<file path="config.mk">
export PLATFORM = sky130hd
export DESIGN_NAME = mem_arbiter
export DESIGN_NICKNAME = d
export VERILOG_FILES = /design/src/rtl/mem_arbiter.sv
export SDC_FILE = /design/constraint.sdc
export NUM_CORES = 1
export LEC_CHECK = 0
export BUFFER_PORTS_ARGS = -buffer_cell sky130_fd_sc_hd__clkbuf_2
export CAP_MARGIN = 5
export CORE_AREA = 2 2 114 116
export DETAILED_ROUTE_END_ITERATION = 8
export DIE_AREA = 0 0 116 118
export PLACE_DENSITY_LB_ADDON = 0.12
export SKIP_CTS_REPAIR_TIMING = 1
export SLEW_MARGIN = 20
export SYNTH_ARGS = -nofsm -noshare
export SYNTH_HDL_FRONTEND = slang
export SYNTH_SLANG_ARGS = --single-unit
</file>
<file path="constraint.sdc">
create_clock -name CLK -period 3.74 [get_ports CLK]
set_input_delay 0.374 -clock CLK [delete_from_list [all_inputs] [get_ports CLK]]
set_output_delay 0.374 -clock CLK [all_outputs]
set_load 0.01 [all_outputs]
</file>
<file path="src/rtl/mem_arbiter.sv">
// Fetch/data arbiter onto one single-port RAM, data side first.
// Optional access watchdog enabled by defining ARB_TIMEOUT_EN.
module mem_arbiter #(
   parameter int ADDR_W      = 32,
   parameter int DATA_W      = 32,
   parameter int MAX_DSTREAK = 4,
   parameter int TIMEOUT_CYC = 64
) (
   input  logic              CLK,
   input  logic              RST,
   input  logic              iREN,
   input  logic [ADDR_W-1:0] iaddr,
   output logic              iwait,
   output logic [DATA_W-1:0] iload,
   input  logic              dREN,
   input  logic              dWEN,
   input  logic [ADDR_W-1:0] daddr,
   input  logic [DATA_W-1:0] dstore,
   output logic              dwait,
   output logic [DATA_W-1:0] dload,
   output logic              ram_ren,
   output logic              ram_wen,
   output logic [ADDR_W-1:0] ram_addr,
   output logic [DATA_W-1:0] ram_store,
   input  logic [DATA_W-1:0] ram_load,
   input  logic              ram_ready,
   output logic              timeout_err
);

   localparam int SW = $clog2(MAX_DSTREAK + 1);

   if (MAX_DSTREAK < 1 || TIMEOUT_CYC < 1) begin : g_cfg_chk
      $error("mem_arbiter: MAX_DSTREAK and TIMEOUT_CYC must be >= 1");
   end

   typedef enum logic [1:0] {
      IDLE,
      IACC,
      DACC,
      RESP
   } state_e;

   state_e            state_q, state_d;
   logic [SW-1:0]     streak_q, streak_d;
   logic              gnt_q, gnt_d;
   logic              we_q, we_d;
   logic [ADDR_W-1:0] addr_q, addr_d;
   logic [DATA_W-1:0] store_q, store_d;
   logic [DATA_W-1:0] iload_q, iload_d;
   logic [DATA_W-1:0] dload_q, dload_d;
   logic              iwait_q, iwait_d;
   logic              dwait_q, dwait_d;
   logic              terr_q, terr_d;
   logic              d_pend;
   logic              in_acc;

`ifdef ARB_TIMEOUT_EN
   localparam int CW = $clog2(TIMEOUT_CYC + 1);
   localparam logic [DATA_W-1:0] BAD = DATA_W'(32'hBAD1_BAD1);
   logic [CW-1:0]     cnt_q, cnt_d;
`endif

   assign d_pend = dREN | dWEN;
   assign in_acc = (state_q == IACC) || (state_q == DACC);

   // Strobes come straight from the latched access registers.
   assign ram_ren     = in_acc && !we_q;
   assign ram_wen     = in_acc && we_q;
   assign ram_addr    = addr_q;
   assign ram_store   = store_q;
   assign iwait       = iwait_q;
   assign dwait       = dwait_q;
   assign iload       = iload_q;
   assign dload       = dload_q;
   assign timeout_err = terr_q;

   // Next-state, grant latching, streak and load capture.
   always_comb begin
      state_d  = state_q;
      streak_d = streak_q;
      gnt_d    = gnt_q;
      we_d     = we_q;
      addr_d   = addr_q;
      store_d  = store_q;
      iload_d  = iload_q;
      dload_d  = dload_q;
      terr_d   = 1'b0;
`ifdef ARB_TIMEOUT_EN
      cnt_d    = cnt_q;
`endif
      case (state_q)
         IDLE: begin
            if (d_pend && (!iREN || streak_q < SW'(MAX_DSTREAK))) begin
               state_d = DACC;
               gnt_d   = 1'b1;
               we_d    = dWEN;
               addr_d  = daddr;
               store_d = dstore;
               if (!iREN)
                  streak_d = '0;
               else if (streak_q != SW'(MAX_DSTREAK))
                  streak_d = streak_q + 1'b1;
`ifdef ARB_TIMEOUT_EN
               cnt_d   = '0;
`endif
            end else if (iREN) begin
               state_d  = IACC;
               gnt_d    = 1'b0;
               we_d     = 1'b0;
               addr_d   = iaddr;
               streak_d = '0;
`ifdef ARB_TIMEOUT_EN
               cnt_d    = '0;
`endif
            end
         end
         IACC, DACC: begin
            if (ram_ready) begin
               state_d = RESP;
               if (!we_q) begin
                  if (gnt_q) dload_d = ram_load;
                  else       iload_d = ram_load;
               end
            end
`ifdef ARB_TIMEOUT_EN
            else if (cnt_q == CW'(TIMEOUT_CYC - 1)) begin
               state_d = RESP;
               terr_d  = 1'b1;
               if (gnt_q) dload_d = BAD;
               else       iload_d = BAD;
            end else begin
               cnt_d = cnt_q + 1'b1;
            end
`endif
         end
         RESP: state_d = IDLE;
         default: state_d = IDLE;
      endcase
      iwait_d = !(state_d == RESP && !gnt_d);
      dwait_d = !(state_d == RESP && gnt_d);
   end

   // State and datapath registers with synchronous reset.
   always_ff @(posedge CLK) begin
      if (RST) begin
         state_q  <= IDLE;
         streak_q <= '0;
         gnt_q    <= 1'b0;
         we_q     <= 1'b0;
         addr_q   <= '0;
         store_q  <= '0;
         iload_q  <= '0;
         dload_q  <= '0;
         iwait_q  <= 1'b1;
         dwait_q  <= 1'b1;
         terr_q   <= 1'b0;
`ifdef ARB_TIMEOUT_EN
         cnt_q    <= '0;
`endif
      end else begin
         state_q  <= state_d;
         streak_q <= streak_d;
         gnt_q    <= gnt_d;
         we_q     <= we_d;
         addr_q   <= addr_d;
         store_q  <= store_d;
         iload_q  <= iload_d;
         dload_q  <= dload_d;
         iwait_q  <= iwait_d;
         dwait_q  <= dwait_d;
         terr_q   <= terr_d;
`ifdef ARB_TIMEOUT_EN
         cnt_q    <= cnt_d;
`endif
      end
   end

endmodule
</file>
==> results of run 1 <==
## placed cells by master (no fill, tap or decap), drive strengths merged
cell and instances:
buf 11, inv 4, o21ai 33, ha 3, and4b 1, nand2 164, o2bb2ai 1, o22a 1
o21a 1, and2 2, o31ai 1, dfxtp 137, clkinv 3, bufinv 4, conb 1, a2bb2oi 1
o22ai 1, nand3 32, a31oi 1, o21ba 1, nand4 2, nand2b 1, a21oi 130, and4bb 1
clkbuf 289, nand4b 3, nand4bb 2, o31a 1, nand3b 1, a32oi 1, nor2b 3, o221ai 2
a211oi 33, nor2 36
## through the flow
step / util (%) / instances / total power, mW / instance area, um^2 / worst slack (ns)
4_1_cts: 59.9 / 1080 / 4.21 / 7440 / 1.46
6_report: 59.9 / 1080 / 4.18 / 7440 / 1.64
2_1_floorplan: - / 661 / 2.12 / 5450 / 2.23
5_1_grt: 59.9 / 1080 / 4.37 / 7440 / 1.42
3_5_place_dp: 54.7 / 1048 / 2.39 / 6790 / 1.45
3_3_place_gp: 54.7 / 1048 / 2.37 / 6790 / 1.57
## where the power goes
group / switching [mW] / total (mW) / internal [mW]
registers: 0.0662 / 1.65 / 1.59
clock network: 0.593 / 1.81 / 1.22
logic: 0.428 / 0.711 / 0.283
## metal layers
metal | vias up | track usage (%)
met4 | 0 | 9.75
met2 | 241 | 35.8
met5 | - | 0
li1 | 2719 | -
met3 | 35 | 7.98
met1 | 2574 | 28.0
## synth_stat cells, types with 4 or more instances
library cell / n
sky130_fd_sc_hd__a211oi_2: 27
sky130_fd_sc_hd__nand2_1: 164
sky130_fd_sc_hd__o21ai_1: 5
sky130_fd_sc_hd__inv_1: 4
sky130_fd_sc_hd__o21ai_0: 27
sky130_fd_sc_hd__nand3_1: 32
sky130_fd_sc_hd__a211oi_1: 6
sky130_fd_sc_hd__buf_6: 4
sky130_fd_sc_hd__dfxtp_1: 137
sky130_fd_sc_hd__nor2_1: 36
sky130_fd_sc_hd__clkbuf_1: 36
sky130_fd_sc_hd__a21oi_1: 130
sky130_fd_sc_hd__buf_2: 17
## worst paths after layout
path | from | slack (ns) | depth (start not counted) | end
max | state_q[0] | 1.64 | 6 | iload[1]
min | iaddr[3] | 0.19 | 3 | ram_addr[3]
max reg2reg | state_q[0] | 1.64 | 6 | iload[1]
min reg2reg | iload[29] | 0.45 | 2 | iload[29]
## sequential cells by signal (all words and copies together) (netlist names)
signal,count
ram_store,32
we_q,1
ram_addr,32
dwait,1
state_q,2
iwait,1
dload,32
iload,32
gnt_q,1
streak_q,3
## logic make-up (layout without fill, tap and decap cells)
group	count (synthesis)	count (layout)
AND/OR/NAND/NOR	248	248
AO/OA/AOI/OAI	208	208
flip-flops	137	137
buffers and inverters	64	311
adder cells (fa/ha/maj)	3	3
other	1	1
## final cells by class
type / instances / share of cell area [%]
clock buffer: 25 / 6.93
tap: 172 / 2.89
timing repair buffer: 275 / 18.9
multi-input combinational: 460 / 32.4
clock inverter: 7 / 1.82
inverter: 4 / 0.202
sequential: 137 / 36.9
## worst min-delay path, delay by kind of cell
kind | cells | cell delay [ns]
buf+inv | 1 | 0.08
compound gates | 1 | 0.05
simple gates | 1 | 0.04
==> report_table.html, run 1 <==
<table>
<tr><th>Metric</th><th>Value</th></tr>
<tr><th colspan="2">Final layout</th></tr>
<tr><td>Layout cell share with drive strength beyond 1</td><td>37.4%</td></tr>
<tr><td>Multi-input gate area in the final layout</td><td>2410 um^2</td></tr>
<tr><td>Number of filler instances in the final layout</td><td>1151</td></tr>
<tr><td>Register Area</td><td>around 2700 um^2</td></tr>
<tr><td>Nets@finish</td><td>1032</td></tr>
<tr><td>N_diodes</td><td>0</td></tr>
<tr><td>Area growth from synthesis to layout</td><td>36.4%</td></tr>
<tr><th colspan="2">Clock tree</th></tr>
<tr><td>Clock tree from TritonCTS</td><td>built</td></tr>
<tr><td>Clk buf depth</td><td>2</td></tr>
<tr><td>Clk_lat worst skew</td><td>0.41 ns</td></tr>
<tr><td>Clock edge transition at the registers on the reported setup and hold paths</td><td>0.05 ns</td></tr>
<tr><td>Buffer type at the clock tree root</td><td>sky130_fd_sc_hd__clkbuf_16</td></tr>
<tr><td>CTS H-tree depth</td><td>4</td></tr>
<tr><td>Number of clock buffers inserted by TritonCTS</td><td>17</td></tr>
<tr><td># clock sinks</td><td>137</td></tr>
<tr><th colspan="2">STA</th></tr>
<tr><td>Setup total negative slack</td><td>0 ns</td></tr>
<tr><td>Clock Skews</td><td>0.00593 ns</td></tr>
<tr><td>Max Clock Freq</td><td>~480 MHz</td></tr>
<tr><td>Slew HR</td><td>a little under 30%</td></tr>
<tr><td>Max Transition Viols Final</td><td>0</td></tr>
<tr><td>Final min period</td><td>2.10 ns</td></tr>
<tr><td>Setup violation total in the final timing report</td><td>0</td></tr>
<tr><td>Final Hold Vio Count</td><td>0</td></tr>
<tr><td>Slew of the pin with the lowest slew margin</td><td>1.06 ns</td></tr>
<tr><td>Part of the cycle the worst path needs</td><td>56.0%</td></tr>
<tr><td>Setup repair after global routing missed its margin</td><td>no</td></tr>
<tr><td>Hold slack final</td><td>0.191 ns</td></tr>
<tr><th colspan="2">GRT</th></tr>
<tr><td>Grt ovf</td><td>0</td></tr>
<tr><td>First-pass GRT wire length</td><td>25000 um</td></tr>
<tr><td>Global-route usage over all layers</td><td>22.7%</td></tr>
<tr><td>Via count of the first global-routing pass</td><td>5178</td></tr>
<tr><td>Number of antenna violations at the first check in global routing</td><td>0</td></tr>
<tr><td>Pin count of the biggest net entering global routing</td><td>74</td></tr>
<tr><th colspan="2">Worst setup path</th></tr>
<tr><td>Critical path data required time</td><td>4.00 ns</td></tr>
<tr><td>Crit path max-delay family</td><td>simple AND/OR/NAND/NOR gates</td></tr>
<tr><td>Crit Path Max Fanout</td><td>18</td></tr>
<tr><td>Critical Path Slowest Stage Cell</td><td>sky130_fd_sc_hd__nand4bb_1</td></tr>
<tr><td>Worst-path cell chain</td><td>inv_1 -&gt; ha_1 -&gt; nand4bb_1 -&gt; buf_4 -&gt; nand2_1 -&gt; a21oi_1</td></tr>
<tr><td>Type of destination of the critical path</td><td>flip-flop</td></tr>
<tr><td>Kind of start point of the critical path</td><td>flip-flop</td></tr>
<tr><td>Worst setup path class</td><td>flip-flop to flip-flop</td></tr>
<tr><td>Bufs and invs on worst path</td><td>2</td></tr>
<tr><td>Maximum cell stage delay along the critical path</td><td>0.56 ns</td></tr>
<tr><td>CP arrival</td><td>around 2.4 ns</td></tr>
<tr><th colspan="2">Yosys</th></tr>
<tr><td>Top cell type by total area after synthesis</td><td>sky130_fd_sc_hd__dfxtp_1</td></tr>
<tr><td>Post-synth cell types</td><td>37</td></tr>
<tr><td>Cell Area, Synth</td><td>5450 um^2</td></tr>
<tr><td>Synth Area in Compound Gates</td><td>24.3%</td></tr>
<tr><td>Dominant cells by area after synthesis</td><td>sky130_fd_sc_hd__dfxtp_1 50%, sky130_fd_sc_hd__a21oi_1 12%, sky130_fd_sc_hd__nand2_1 11%</td></tr>
<tr><td>Synthesized-area fraction occupied by xor and xnor cells</td><td>0%</td></tr>
<tr><td>Synth warnings</td><td>0</td></tr>
<tr><td>Synth Register Bits</td><td>137</td></tr>
<tr><td>Simple-gate share of the synthesized area</td><td>19.1%</td></tr>
<tr><td>Share of flip-flops with an asynchronous set or reset</td><td>0%</td></tr>
<tr><td>Sequential-to-total area share from yosys stat</td><td>50.3%</td></tr>
<tr><td>Post-synth EDFFs</td><td>0</td></tr>
<tr><td>Post-synthesis share of cell area spent on full adders, half adders and majority gates</td><td>0.688%</td></tr>
<tr><td>Main synth FF type</td><td>sky130_fd_sc_hd__dfxtp_1</td></tr>
<tr><td>Main combinational cell family by area after synthesis</td><td>compound AO/OA/AOI/OAI gates</td></tr>
<tr><td>Count of mapped cells out of synthesis</td><td>661</td></tr>
<tr><td>Proportion of netlist area held by the largest area contributor</td><td>50.3%</td></tr>
<tr><td>Synthesized Nets</td><td>798</td></tr>
<tr><td>Multiplexer share of the synthesized area</td><td>0%</td></tr>
<tr><td>Mean post-synth cell area</td><td>8.25 um^2</td></tr>
<tr><th colspan="2">Routing</th></tr>
<tr><td>Met2 WL</td><td>7610 um</td></tr>
<tr><td>Met3 Routed Length</td><td>1380 um</td></tr>
<tr><td>Number of nets still failing antenna checks after routing</td><td>0</td></tr>
<tr><td>DRC errors left</td><td>0</td></tr>
<tr><td>Pre-Repair DR Iteration Count</td><td>5</td></tr>
<tr><td>Average wire length per cell after detail routing</td><td>14.8 um</td></tr>
<tr><td>Routed vias</td><td>5569</td></tr>
<tr><td>Top layer reached by signal wires</td><td>met4</td></tr>
<tr><td>Post-route met1 wirelength</td><td>6560 um</td></tr>
<tr><td>Total routed wirelength</td><td>about 16000 um</td></tr>
<tr><td>DRC violation total after the first TritonRoute iteration</td><td>393</td></tr>
<tr><td>Via density per instance</td><td>5.16</td></tr>
<tr><th colspan="2">Floorplan</th></tr>
<tr><td>Horizontal die dimension</td><td>116 um</td></tr>
<tr><td>Cell row count</td><td>41</td></tr>
<tr><td>Starting density of the core</td><td>a little over two fifths</td></tr>
<tr><td>Die outline height</td><td>118 um</td></tr>
<tr><td>I/O pins</td><td>267</td></tr>
<tr><td>Area of the die</td><td>13700 um^2</td></tr>
<tr><td>Core outline area</td><td>12400 um^2</td></tr>
<tr><th colspan="2">Run</th></tr>
<tr><td>Maxcap violations</td><td>0</td></tr>
<tr><th colspan="2">Placed design</th></tr>
<tr><td>Number of port buffers</td><td>about 270</td></tr>
<tr><td>Dpl hpwl</td><td>11000 um</td></tr>
<tr><td>Placer Congestion</td><td>0.806</td></tr>
<tr><th colspan="2">Power and ir drop</th></tr>
<tr><td>VDD IR-drop max</td><td>0.383 mV</td></tr>
<tr><td>Leakage</td><td>approximately 3.3 nW</td></tr>
<tr><td>Power density normalized to cell area</td><td>561 nW/um^2</td></tr>
<tr><th colspan="2">Hold path</th></tr>
<tr><td>Type of the tightest min-delay check</td><td>input port to flip-flop</td></tr>
<tr><th colspan="2">Outcome</th></tr>
<tr><td>Outcome</td><td>complete, no violations</td></tr>
</table>
Note: power is estimated with default switching activity, not from simulation.
==> inputs of run 2 (changes only) <==
--- a/config.mk
+++ b/config.mk
@@ -5,11 +5,12 @@
 export SDC_FILE = /design/constraint.sdc
 export NUM_CORES = 1
 export LEC_CHECK = 0
+export ABC_AREA = 1
 export BUFFER_PORTS_ARGS = -buffer_cell sky130_fd_sc_hd__clkbuf_2
 export CAP_MARGIN = 5
-export CORE_AREA = 2 2 114 116
+export CORE_AREA = 2 2 120 122
 export DETAILED_ROUTE_END_ITERATION = 8
-export DIE_AREA = 0 0 116 118
+export DIE_AREA = 0 0 122 124
 export PLACE_DENSITY_LB_ADDON = 0.12
 export SKIP_CTS_REPAIR_TIMING = 1
 export SLEW_MARGIN = 20
==> constraint.sdc (replaced) <==
create_clock -name CLK -period 1.7 [get_ports CLK]
set_input_delay 0.17 -clock CLK [delete_from_list [all_inputs] [get_ports CLK]]
set_output_delay 0.17 -clock CLK [all_outputs]
set_load 0.01 [all_outputs]
==> run 2 against run 1 <==
Against the previous run:
- the flow now finishes with violations (hold timing)
- clock power is 90% higher
- critical path depth is 1 lower
- power is 130% higher
- worst hold slack worse by 0.21 ns
- count of clock-buffer cells in the layout is 3 lower
- via count is 6.1% higher
- final cell count is 17% higher
- clock skew hardly changed
- critical endpoint is now ram_ren
==> report_table.html, run 2 <==
<table>
<tr><th>Metric</th><th>Value</th></tr>
<tr><th colspan="2">Yosys</th></tr>
<tr><td>Post-synthesis share of cell area spent on full adders, half adders and majority gates</td><td>0.663%</td></tr>
<tr><td>Post-synth EDFFs</td><td>0</td></tr>
<tr><td>Cell Area, Synth</td><td>between 5000 and 6000 um^2</td></tr>
<tr><td>Post-synth cell types</td><td>24</td></tr>
<tr><td>Synth Area in Compound Gates</td><td>9.21%</td></tr>
<tr><td>Mean post-synth cell area</td><td>between 7 and 8 um^2</td></tr>
<tr><td>Top cell type by total area after synthesis</td><td>sky130_fd_sc_hd__dfxtp_1</td></tr>
<tr><td>Synthesized-area fraction occupied by xor and xnor cells</td><td>0%</td></tr>
<tr><td>Count of mapped cells out of synthesis</td><td>between 800 and 900</td></tr>
<tr><td>Main synth FF type</td><td>sky130_fd_sc_hd__dfxtp_1</td></tr>
<tr><td>Most numerous cell types in the synthesized netlist</td><td>230 x sky130_fd_sc_hd__nor2_1, 142 x sky130_fd_sc_hd__nand2_1, 137 x sky130_fd_sc_hd__dfxtp_1, 65 x sky130_fd_sc_hd__o21ai_0, 46 x sky130_fd_sc_hd__inv_1</td></tr>
<tr><td>Proportion of netlist area held by the largest area contributor</td><td>approximately 48%</td></tr>
<tr><td>Synth warnings</td><td>0</td></tr>
<tr><td>Main combinational cell family by area after synthesis</td><td>simple AND/OR/NAND/NOR gates</td></tr>
<tr><td>Simple-gate share of the synthesized area</td><td>33.8%</td></tr>
<tr><td>Leading cell type by number of instances after synthesis</td><td>sky130_fd_sc_hd__nor2_1</td></tr>
<tr><td>Synth Register Bits</td><td>137</td></tr>
<tr><td>Dominant cells by area after synthesis</td><td>sky130_fd_sc_hd__dfxtp_1 48%, sky130_fd_sc_hd__nor2_1 15%, sky130_fd_sc_hd__nand2_1 9.4%</td></tr>
<tr><td>Synthesized Nets</td><td>938</td></tr>
<tr><td>Share of flip-flops with an asynchronous set or reset</td><td>0%</td></tr>
<tr><td>Multiplexer share of the synthesized area</td><td>0%</td></tr>
<tr><td>Sequential-to-total area share from yosys stat</td><td>48.4%</td></tr>
<tr><th colspan="2">Power and ir drop</th></tr>
<tr><td>VDD IR-drop max</td><td>0.590 mV</td></tr>
<tr><td>Leakage</td><td>4.09 nW</td></tr>
<tr><td>Cell-internal power</td><td>6.66 mW</td></tr>
<tr><td>Switch Pwr</td><td>2.86 mW</td></tr>
<tr><td>Clk network pwr share</td><td>between 30 and 40%</td></tr>
<tr><td>Switching portion of total power</td><td>30.1%</td></tr>
<tr><td>Logic gate share of total power</td><td>24.1%</td></tr>
<tr><td>Power density normalized to cell area</td><td>1190 nW/um^2</td></tr>
<tr><td>Relative contribution of sequential cells to total power</td><td>around two fifths</td></tr>
<tr><th colspan="2">Clock tree</th></tr>
<tr><td>Clk_lat worst skew</td><td>0.41 ns</td></tr>
<tr><td># clock sinks</td><td>roughly 140</td></tr>
<tr><td>Clock edge transition at the registers on the reported setup and hold paths</td><td>~0.06 ns</td></tr>
<tr><td>CTS H-tree depth</td><td>4</td></tr>
<tr><td>Clock tree from TritonCTS</td><td>built</td></tr>
<tr><td>Number of clock buffers inserted by TritonCTS</td><td>17</td></tr>
<tr><td>Clk buf depth</td><td>2</td></tr>
<tr><td>Buffer type at the clock tree root</td><td>sky130_fd_sc_hd__clkbuf_16</td></tr>
<tr><th colspan="2">Final layout</th></tr>
<tr><td>Final instance area</td><td>7980 um^2</td></tr>
<tr><td>Layout cell share with drive strength beyond 1</td><td>29.9%</td></tr>
<tr><td>Number of filler instances in the final layout</td><td>1410</td></tr>
<tr><td>Commonest cells after routing, fill and taps aside</td><td>264 x sky130_fd_sc_hd__clkbuf_2, 230 x sky130_fd_sc_hd__nor2_1, 142 x sky130_fd_sc_hd__nand2_1, 136 x sky130_fd_sc_hd__dfxtp_1, 62 x sky130_fd_sc_hd__o21ai_0</td></tr>
<tr><td>Nets@finish</td><td>1207</td></tr>
<tr><td>Commonest non-fill, non-tap cell in the layout</td><td>sky130_fd_sc_hd__clkbuf_2</td></tr>
<tr><td>Area growth from synthesis to layout</td><td>41.0%</td></tr>
<tr><td>Register Area</td><td>2740 um^2</td></tr>
<tr><td>Multi-input gate area in the final layout</td><td>approximately 2500 um^2</td></tr>
<tr><td>N_diodes</td><td>0</td></tr>
<tr><td>Non-filler cells, final</td><td>1263</td></tr>
<tr><th colspan="2">Routing</th></tr>
<tr><td>Pre-Repair DR Iteration Count</td><td>4</td></tr>
<tr><td>Via density per instance</td><td>4.68</td></tr>
<tr><td>Routed vias</td><td>5911</td></tr>
<tr><td>DRC errors left</td><td>0</td></tr>
<tr><td>Number of nets still failing antenna checks after routing</td><td>0</td></tr>
<tr><td>Average wire length per cell after detail routing</td><td>~13 um</td></tr>
<tr><td>Total routed wirelength</td><td>16000 um</td></tr>
<tr><td>DRC violation total after the first TritonRoute iteration</td><td>roughly 330</td></tr>
<tr><th colspan="2">STA</th></tr>
<tr><td>Setup total negative slack</td><td>0 ns</td></tr>
<tr><td>Max Transition Viols Final</td><td>0</td></tr>
<tr><td>Clock Skews</td><td>0.00618 ns</td></tr>
<tr><td>Setup repair after global routing missed its margin</td><td>no</td></tr>
<tr><td>Final Hold Vio Count</td><td>7</td></tr>
<tr><td>Hold slack final</td><td>-0.0157 ns</td></tr>
<tr><td>Setup violation total in the final timing report</td><td>0</td></tr>
<tr><td>Part of the cycle the worst path needs</td><td>slightly above 90%</td></tr>
<tr><td>Max Clock Freq</td><td>641 MHz</td></tr>
<tr><td>Final min period</td><td>around 1.6 ns</td></tr>
<tr><th colspan="2">Placed design</th></tr>
<tr><td>Number of port buffers</td><td>between 200 and 300</td></tr>
<tr><td>Cell area reported after detailed placement</td><td>7190 um^2</td></tr>
<tr><td>Placer Congestion</td><td>a little over 0.8</td></tr>
<tr><td>Placed Cells incl. Taps</td><td>1209</td></tr>
<tr><td>Dpl hpwl</td><td>10900 um</td></tr>
<tr><th colspan="2">Worst setup path</th></tr>
<tr><td>Kind of start point of the critical path</td><td>flip-flop</td></tr>
<tr><td>Critical path data required time</td><td>around 1.5 ns</td></tr>
<tr><td>Type of destination of the critical path</td><td>output pin</td></tr>
<tr><td>Worst setup path class</td><td>flip-flop to output pin</td></tr>
<tr><td>CP arrival</td><td>~1.4 ns</td></tr>
<tr><td>Crit Path Max Fanout</td><td>3</td></tr>
<tr><th colspan="2">Floorplan</th></tr>
<tr><td>Horizontal die dimension</td><td>122 um</td></tr>
<tr><td>Area of the die</td><td>15100 um^2</td></tr>
<tr><td>I/O pins</td><td>267</td></tr>
<tr><td>Cell row count</td><td>43</td></tr>
<tr><td>Core outline area</td><td>13700 um^2</td></tr>
<tr><td>Die outline height</td><td>124 um</td></tr>
<tr><td>Starting density of the core</td><td>41.3%</td></tr>
<tr><th colspan="2">GRT</th></tr>
<tr><td>Met1 Track Usage GR</td><td>26.4%</td></tr>
<tr><td>Via count of the first global-routing pass</td><td>5095</td></tr>
<tr><td>Pin count of the biggest net entering global routing</td><td>41</td></tr>
<tr><td>Number of antenna violations at the first check in global routing</td><td>0</td></tr>
<tr><td>Busiest grt layer</td><td>met2</td></tr>
<tr><td>GR Util met2</td><td>about a third</td></tr>
<tr><td>Grt ovf</td><td>0</td></tr>
<tr><td>Global-route usage over all layers</td><td>20.5%</td></tr>
<tr><td>First-pass GRT wire length</td><td>24700 um</td></tr>
<tr><td>Met3 Usage GRT</td><td>6.46%</td></tr>
<tr><th colspan="2">Outcome</th></tr>
<tr><td>Violations in the final reports</td><td>hold timing</td></tr>
<tr><td>Outcome</td><td>complete, but fails checks</td></tr>
<tr><th colspan="2">Run</th></tr>
<tr><td>Maxcap violations</td><td>0</td></tr>
<tr><th colspan="2">Hold path</th></tr>
<tr><td>Type of the tightest min-delay check</td><td>input port to flip-flop</td></tr>
</table>
==> run 2: final timing paths <==
| check | start | to | slack (ns) | cells after the start |
|---|---|---|---|---|
| worst max register to register | state_q[0] | dload[17] | 0.18 | 8 |
| worst max-delay path | state_q[0] | ram_ren | 0.14 | 5 |
| worst min-delay path | dstore[16] | ram_store[16] | -0.02 | 3 |
| worst min register to register | ram_store[14] | ram_store[14] | 0.46 | 2 |
==> run 2: worst max-delay path: stages (launching register included) <==
cell	delay (ns)
sky130_fd_sc_hd__dfxtp_2	0.33
sky130_fd_sc_hd__inv_1	0.06
sky130_fd_sc_hd__ha_4	0.27
sky130_fd_sc_hd__inv_1	0.05
sky130_fd_sc_hd__nor2_2	0.13
sky130_fd_sc_hd__buf_4	0.15
==> run 2: cell families after synthesis <==
group	Yosys count
fa+ha+maj	3
compound gates	104
flops	137
other cells	1
buf+inv	103
simple gates	453
==> run 2: metrics by stage <==
| step | worst slack, ns | power [mW] | util [%] | hold WS (ns) |
|---|---|---|---|---|
| 3_5_place_dp | 0.160 | 6.11 | 52.4 | 0.406 |
| 6_report | 0.140 | 9.53 | 58.2 | -0.0157 |
| 5_1_grt | 0.00873 | 10.1 | 58.2 | -0.00649 |
| 3_3_place_gp | 0.173 | 6.10 | 52.4 | 0.403 |
| 4_1_cts | 0.0607 | 9.56 | 56.5 | -0.0337 |
| 2_1_floorplan | 0.219 | 5.22 | - | 0.313 |
==> run 2: cell type report <==
type,count,share of cell area [%]
Multi-Input combinational cell,561,31.2
Clock inverter,10,1.16
Clock buffer,22,5.81
Sequential cell,137,34.4
Tap cell,180,2.82
Timing Repair Buffer,303,22.3
Inverter,50,2.35
==> run 2: metal layers <==
layer | vias up | wire (um)
met2 | 193 | 7390
met3 | 24 | 1260
met4 | 0 | 365
met1 | 2639 | 6950
met5 | - | 0
li1 | 3055 | -
==> run 2: power by group through the flow <==
stage	combinational [mW]	clock (mW)	sequential, mW
floorplan	1.20	0	4.02
global placement	2.25	0	3.85
detailed placement	2.25	0	3.86
CTS	2.26	3.51	3.79
global route	2.59	3.68	3.84
finish	2.30	3.44	3.79
==> inputs of run 3 (changes only) <==
--- a/config.mk
+++ b/config.mk
@@ -11,8 +11,10 @@
 export CORE_AREA = 2 2 120 122
 export DETAILED_ROUTE_END_ITERATION = 8
 export DIE_AREA = 0 0 122 124
+export GPL_TIMING_DRIVEN = 0
 export PLACE_DENSITY_LB_ADDON = 0.12
 export SKIP_CTS_REPAIR_TIMING = 1
+export SKIP_LAST_GASP = 1
 export SLEW_MARGIN = 20
 export SYNTH_ARGS = -nofsm -noshare
 export SYNTH_HDL_FRONTEND = slang
==> run 3 against run 2 <==
Against the previous run:
- the flow still finishes with violations (hold timing)
- critical path depth is the same
- power grew 5.8%
- first-iteration DRC count grew 11%
- worst hold slack lost 0.0070 ns
- setup slack lost 0.075 ns
- maximum frequency shrank 4.6%
- non-clock buffer count grew 36
- routed wire length grew 5.3%
- clock power grew 15%
- register-to-register slack lost 0.07 ns
- die area is the same
- final cell count grew 2.9%
- critical endpoint unchanged
- largest power group is now clock
==> report_table.html, run 3 (synthesis gave the netlist of run 2 again) <==
<table>
<tr><th>Metric</th><th>Value</th></tr>
<tr><th colspan="2">GRT</th></tr>
<tr><td>GR Util met2</td><td>35.1%</td></tr>
<tr><td>Met1 Track Usage GR</td><td>26.6%</td></tr>
<tr><td>Via count of the first global-routing pass</td><td>5220</td></tr>
<tr><td>First-pass GRT wire length</td><td>around 25000 um</td></tr>
<tr><td>Pin count of the biggest net entering global routing</td><td>17</td></tr>
<tr><td>Met3 Usage GRT</td><td>6.00%</td></tr>
<tr><td>Grt ovf</td><td>0</td></tr>
<tr><td>Busiest grt layer</td><td>met2</td></tr>
<tr><td>Global-route usage over all layers</td><td>a little over a fifth</td></tr>
<tr><td>Number of antenna violations at the first check in global routing</td><td>0</td></tr>
<tr><th colspan="2">Floorplan</th></tr>
<tr><td>Core outline area</td><td>13700 um^2</td></tr>
<tr><td>Cell row count</td><td>43</td></tr>
<tr><td>Horizontal die dimension</td><td>122 um</td></tr>
<tr><td>Area of the die</td><td>between 15000 and 20000 um^2</td></tr>
<tr><td>I/O pins</td><td>267</td></tr>
<tr><td>Die outline height</td><td>124 um</td></tr>
<tr><td>Starting density of the core</td><td>roughly 41%</td></tr>
<tr><th colspan="2">STA</th></tr>
<tr><td>Max Transition Viols Final</td><td>0</td></tr>
<tr><td>Final min period</td><td>approximately 1.6 ns</td></tr>
<tr><td>Setup repair after global routing missed its margin</td><td>no</td></tr>
<tr><td>Max Clock Freq</td><td>around 610 MHz</td></tr>
<tr><td>Least setup slack across all paths after layout</td><td>0.0645 ns</td></tr>
<tr><td>Setup violation total in the final timing report</td><td>0</td></tr>
<tr><td>Hold slack final</td><td>-0.0227 ns</td></tr>
<tr><td>Clock Skews</td><td>0.0117 ns</td></tr>
<tr><td>Final Hold Vio Count</td><td>13</td></tr>
<tr><td>Part of the cycle the worst path needs</td><td>96.2%</td></tr>
<tr><th colspan="2">Final layout</th></tr>
<tr><td>Number of filler instances in the final layout</td><td>~1300</td></tr>
<tr><td>Area growth from synthesis to layout</td><td>43.9%</td></tr>
<tr><td>Layout cell share with drive strength beyond 1</td><td>30.6%</td></tr>
<tr><td>N_diodes</td><td>0</td></tr>
<tr><td>Register Area</td><td>2740 um^2</td></tr>
<tr><td>Final instance area</td><td>8150 um^2</td></tr>
<tr><td>Multi-input gate area in the final layout</td><td>2520 um^2</td></tr>
<tr><td>Commonest cells after routing, fill and taps aside</td><td>268 x sky130_fd_sc_hd__clkbuf_2, 230 x sky130_fd_sc_hd__nor2_1, 142 x sky130_fd_sc_hd__nand2_1, 136 x sky130_fd_sc_hd__dfxtp_1, 60 x sky130_fd_sc_hd__o21ai_0</td></tr>
<tr><td>Commonest non-fill, non-tap cell in the layout</td><td>sky130_fd_sc_hd__clkbuf_2</td></tr>
<tr><td>Nets@finish</td><td>1243</td></tr>
<tr><th colspan="2">Clock tree</th></tr>
<tr><td>CTS H-tree depth</td><td>4</td></tr>
<tr><td>Number of clock buffers inserted by TritonCTS</td><td>17</td></tr>
<tr><td># clock sinks</td><td>between 100 and 150</td></tr>
<tr><td>Buffer type at the clock tree root</td><td>sky130_fd_sc_hd__clkbuf_16</td></tr>
<tr><td>Clk_lat worst skew</td><td>0.42 ns</td></tr>
<tr><td>Clock edge transition at the registers on the reported setup and hold paths</td><td>roughly 0.060 ns</td></tr>
<tr><td>Clock tree from TritonCTS</td><td>built</td></tr>
<tr><td>Clk buf depth</td><td>2</td></tr>
<tr><th colspan="2">Worst setup path</th></tr>
<tr><td>Number of cells on the worst reg-to-reg path</td><td>8</td></tr>
<tr><td>Worst setup path class</td><td>flip-flop to output pin</td></tr>
<tr><td>CP arrival</td><td>~1.5 ns</td></tr>
<tr><td>Reg2Reg Launch Point</td><td>state_q[0]</td></tr>
<tr><td>Endpoint of the worst register-to-register path</td><td>dload[23]</td></tr>
<tr><td>FF-to-FF setup slack</td><td>0.11 ns</td></tr>
<tr><td>Type of destination of the critical path</td><td>output pin</td></tr>
<tr><td>Crit Path Max Fanout</td><td>3</td></tr>
<tr><td>Critical path data required time</td><td>approximately 1.5 ns</td></tr>
<tr><td>Kind of start point of the critical path</td><td>flip-flop</td></tr>
<tr><th colspan="2">Power and ir drop</th></tr>
<tr><td>Switching portion of total power</td><td>29.2%</td></tr>
<tr><td>Switch Pwr</td><td>2.94 mW</td></tr>
<tr><td>Clk network pwr share</td><td>39.4%</td></tr>
<tr><td>Cell-internal power</td><td>7.14 mW</td></tr>
<tr><td>Final Total Pwr</td><td>between 10 and 15 mW</td></tr>
<tr><td>Leakage</td><td>4.17 nW</td></tr>
<tr><td>Relative contribution of sequential cells to total power</td><td>about 38%</td></tr>
<tr><td>VDD IR-drop max</td><td>0.638 mV</td></tr>
<tr><td>Power density normalized to cell area</td><td>1240 nW/um^2</td></tr>
<tr><td>Logic gate share of total power</td><td>between 20% and 30%</td></tr>
<tr><th colspan="2">Hold path</th></tr>
<tr><td>Hold Crit Depth</td><td>3</td></tr>
<tr><td>Type of the tightest min-delay check</td><td>input port to flip-flop</td></tr>
<tr><td>End of the worst hold path</td><td>ram_store[27]</td></tr>
<tr><td>Startpoint of the most critical hold path</td><td>dstore[27]</td></tr>
<tr><th colspan="2">Placed design</th></tr>
<tr><td>Placement-stage worst setup slack</td><td>-0.0547 ns</td></tr>
<tr><td>Placer Congestion</td><td>0.779</td></tr>
<tr><td>Dpl hpwl</td><td>12300 um</td></tr>
<tr><td>Cell area reported after detailed placement</td><td>a little over 7000 um^2</td></tr>
<tr><td>Number of port buffers</td><td>~270</td></tr>
<tr><th colspan="2">Outcome</th></tr>
<tr><td>Outcome</td><td>complete, but fails checks</td></tr>
<tr><td>Violations in the final reports</td><td>hold timing</td></tr>
<tr><th colspan="2">Routing</th></tr>
<tr><td>Pre-Repair DR Iteration Count</td><td>5</td></tr>
<tr><td>Number of nets still failing antenna checks after routing</td><td>0</td></tr>
<tr><td>Via density per instance</td><td>4.64</td></tr>
<tr><td>DRC violation total after the first TritonRoute iteration</td><td>365</td></tr>
<tr><td>Average wire length per cell after detail routing</td><td>12.9 um</td></tr>
<tr><td>DRC errors left</td><td>0</td></tr>
<tr><td>Routed vias</td><td>6021</td></tr>
<tr><td>Total routed wirelength</td><td>16800 um</td></tr>
<tr><th colspan="2">Run</th></tr>
<tr><td>Maxcap violations</td><td>0</td></tr>
</table>
## run 3: how the worst max path moves through the flow
stage / start / endpoint / slack [ns] / cells after the start
6_report: state_q[0] / ram_ren / 0.06 / 5
5_1_grt: state_q[0] / ram_addr[16] / 0.005 / 9
4_1_cts: state_q[0] / dload[23] / -0.08 / 8
3_5_place_dp: state_q[0] / dload[23] / -0.05 / 8
3_3_place_gp: state_q[0] / dload[23] / -0.05 / 8
2_1_floorplan: state_q[0] / dload[10] / 0.22 / 8
## run 3: power groups by stage
stage / combinational, mW / clock, mW / sequential [mW]
floorplan: 1.20 / 0 / 4.02
global placement: 2.22 / 0 / 3.85
detailed placement: 2.23 / 0 / 3.86
CTS: 2.24 / 4.02 / 3.80
global route: 2.61 / 4.16 / 3.84
finish: 2.32 / 3.97 / 3.80
## run 3: per-layer routing
metal  vias to the layer above  wire length (um)  share of wire, %
li1                       3121                 -                 -
met1                      2685              7210                43
met2                       198              8110                48
met3                        17              1250               7.5
met4                         0               240               1.4
met5                         -                 0                 0
## run 3: critical path: stages (launching register included)
cell and delay [ns]:
sky130_fd_sc_hd__dfxtp_2 0.35, sky130_fd_sc_hd__inv_1 0.07, sky130_fd_sc_hd__ha_4 0.27, sky130_fd_sc_hd__inv_1 0.07, sky130_fd_sc_hd__nor2_4 0.12, sky130_fd_sc_hd__clkbuf_2 0.16
## run 3: through the flow
step	util (%)	cells	TNS [ns]	hold WS, ns
floorplan	-	801	0	0.313
global placement	52.6	1246	-0.164	0.403
detailed placement	52.6	1246	-0.292	0.405
CTS	57.2	1278	-0.858	-0.0369
global route	59.4	1299	0	0.00244
finish	59.4	1299	0	-0.0227
## run 3: area by class of cell
class	count	share of cell area [%]
buffer	53	3.61
sequential	137	33.7
inverter	50	2.30
clock inverter	10	2.03
tap	180	2.76
multi-input combinational	561	30.9
clock buffer	22	5.82
timing repair buffer	286	18.9
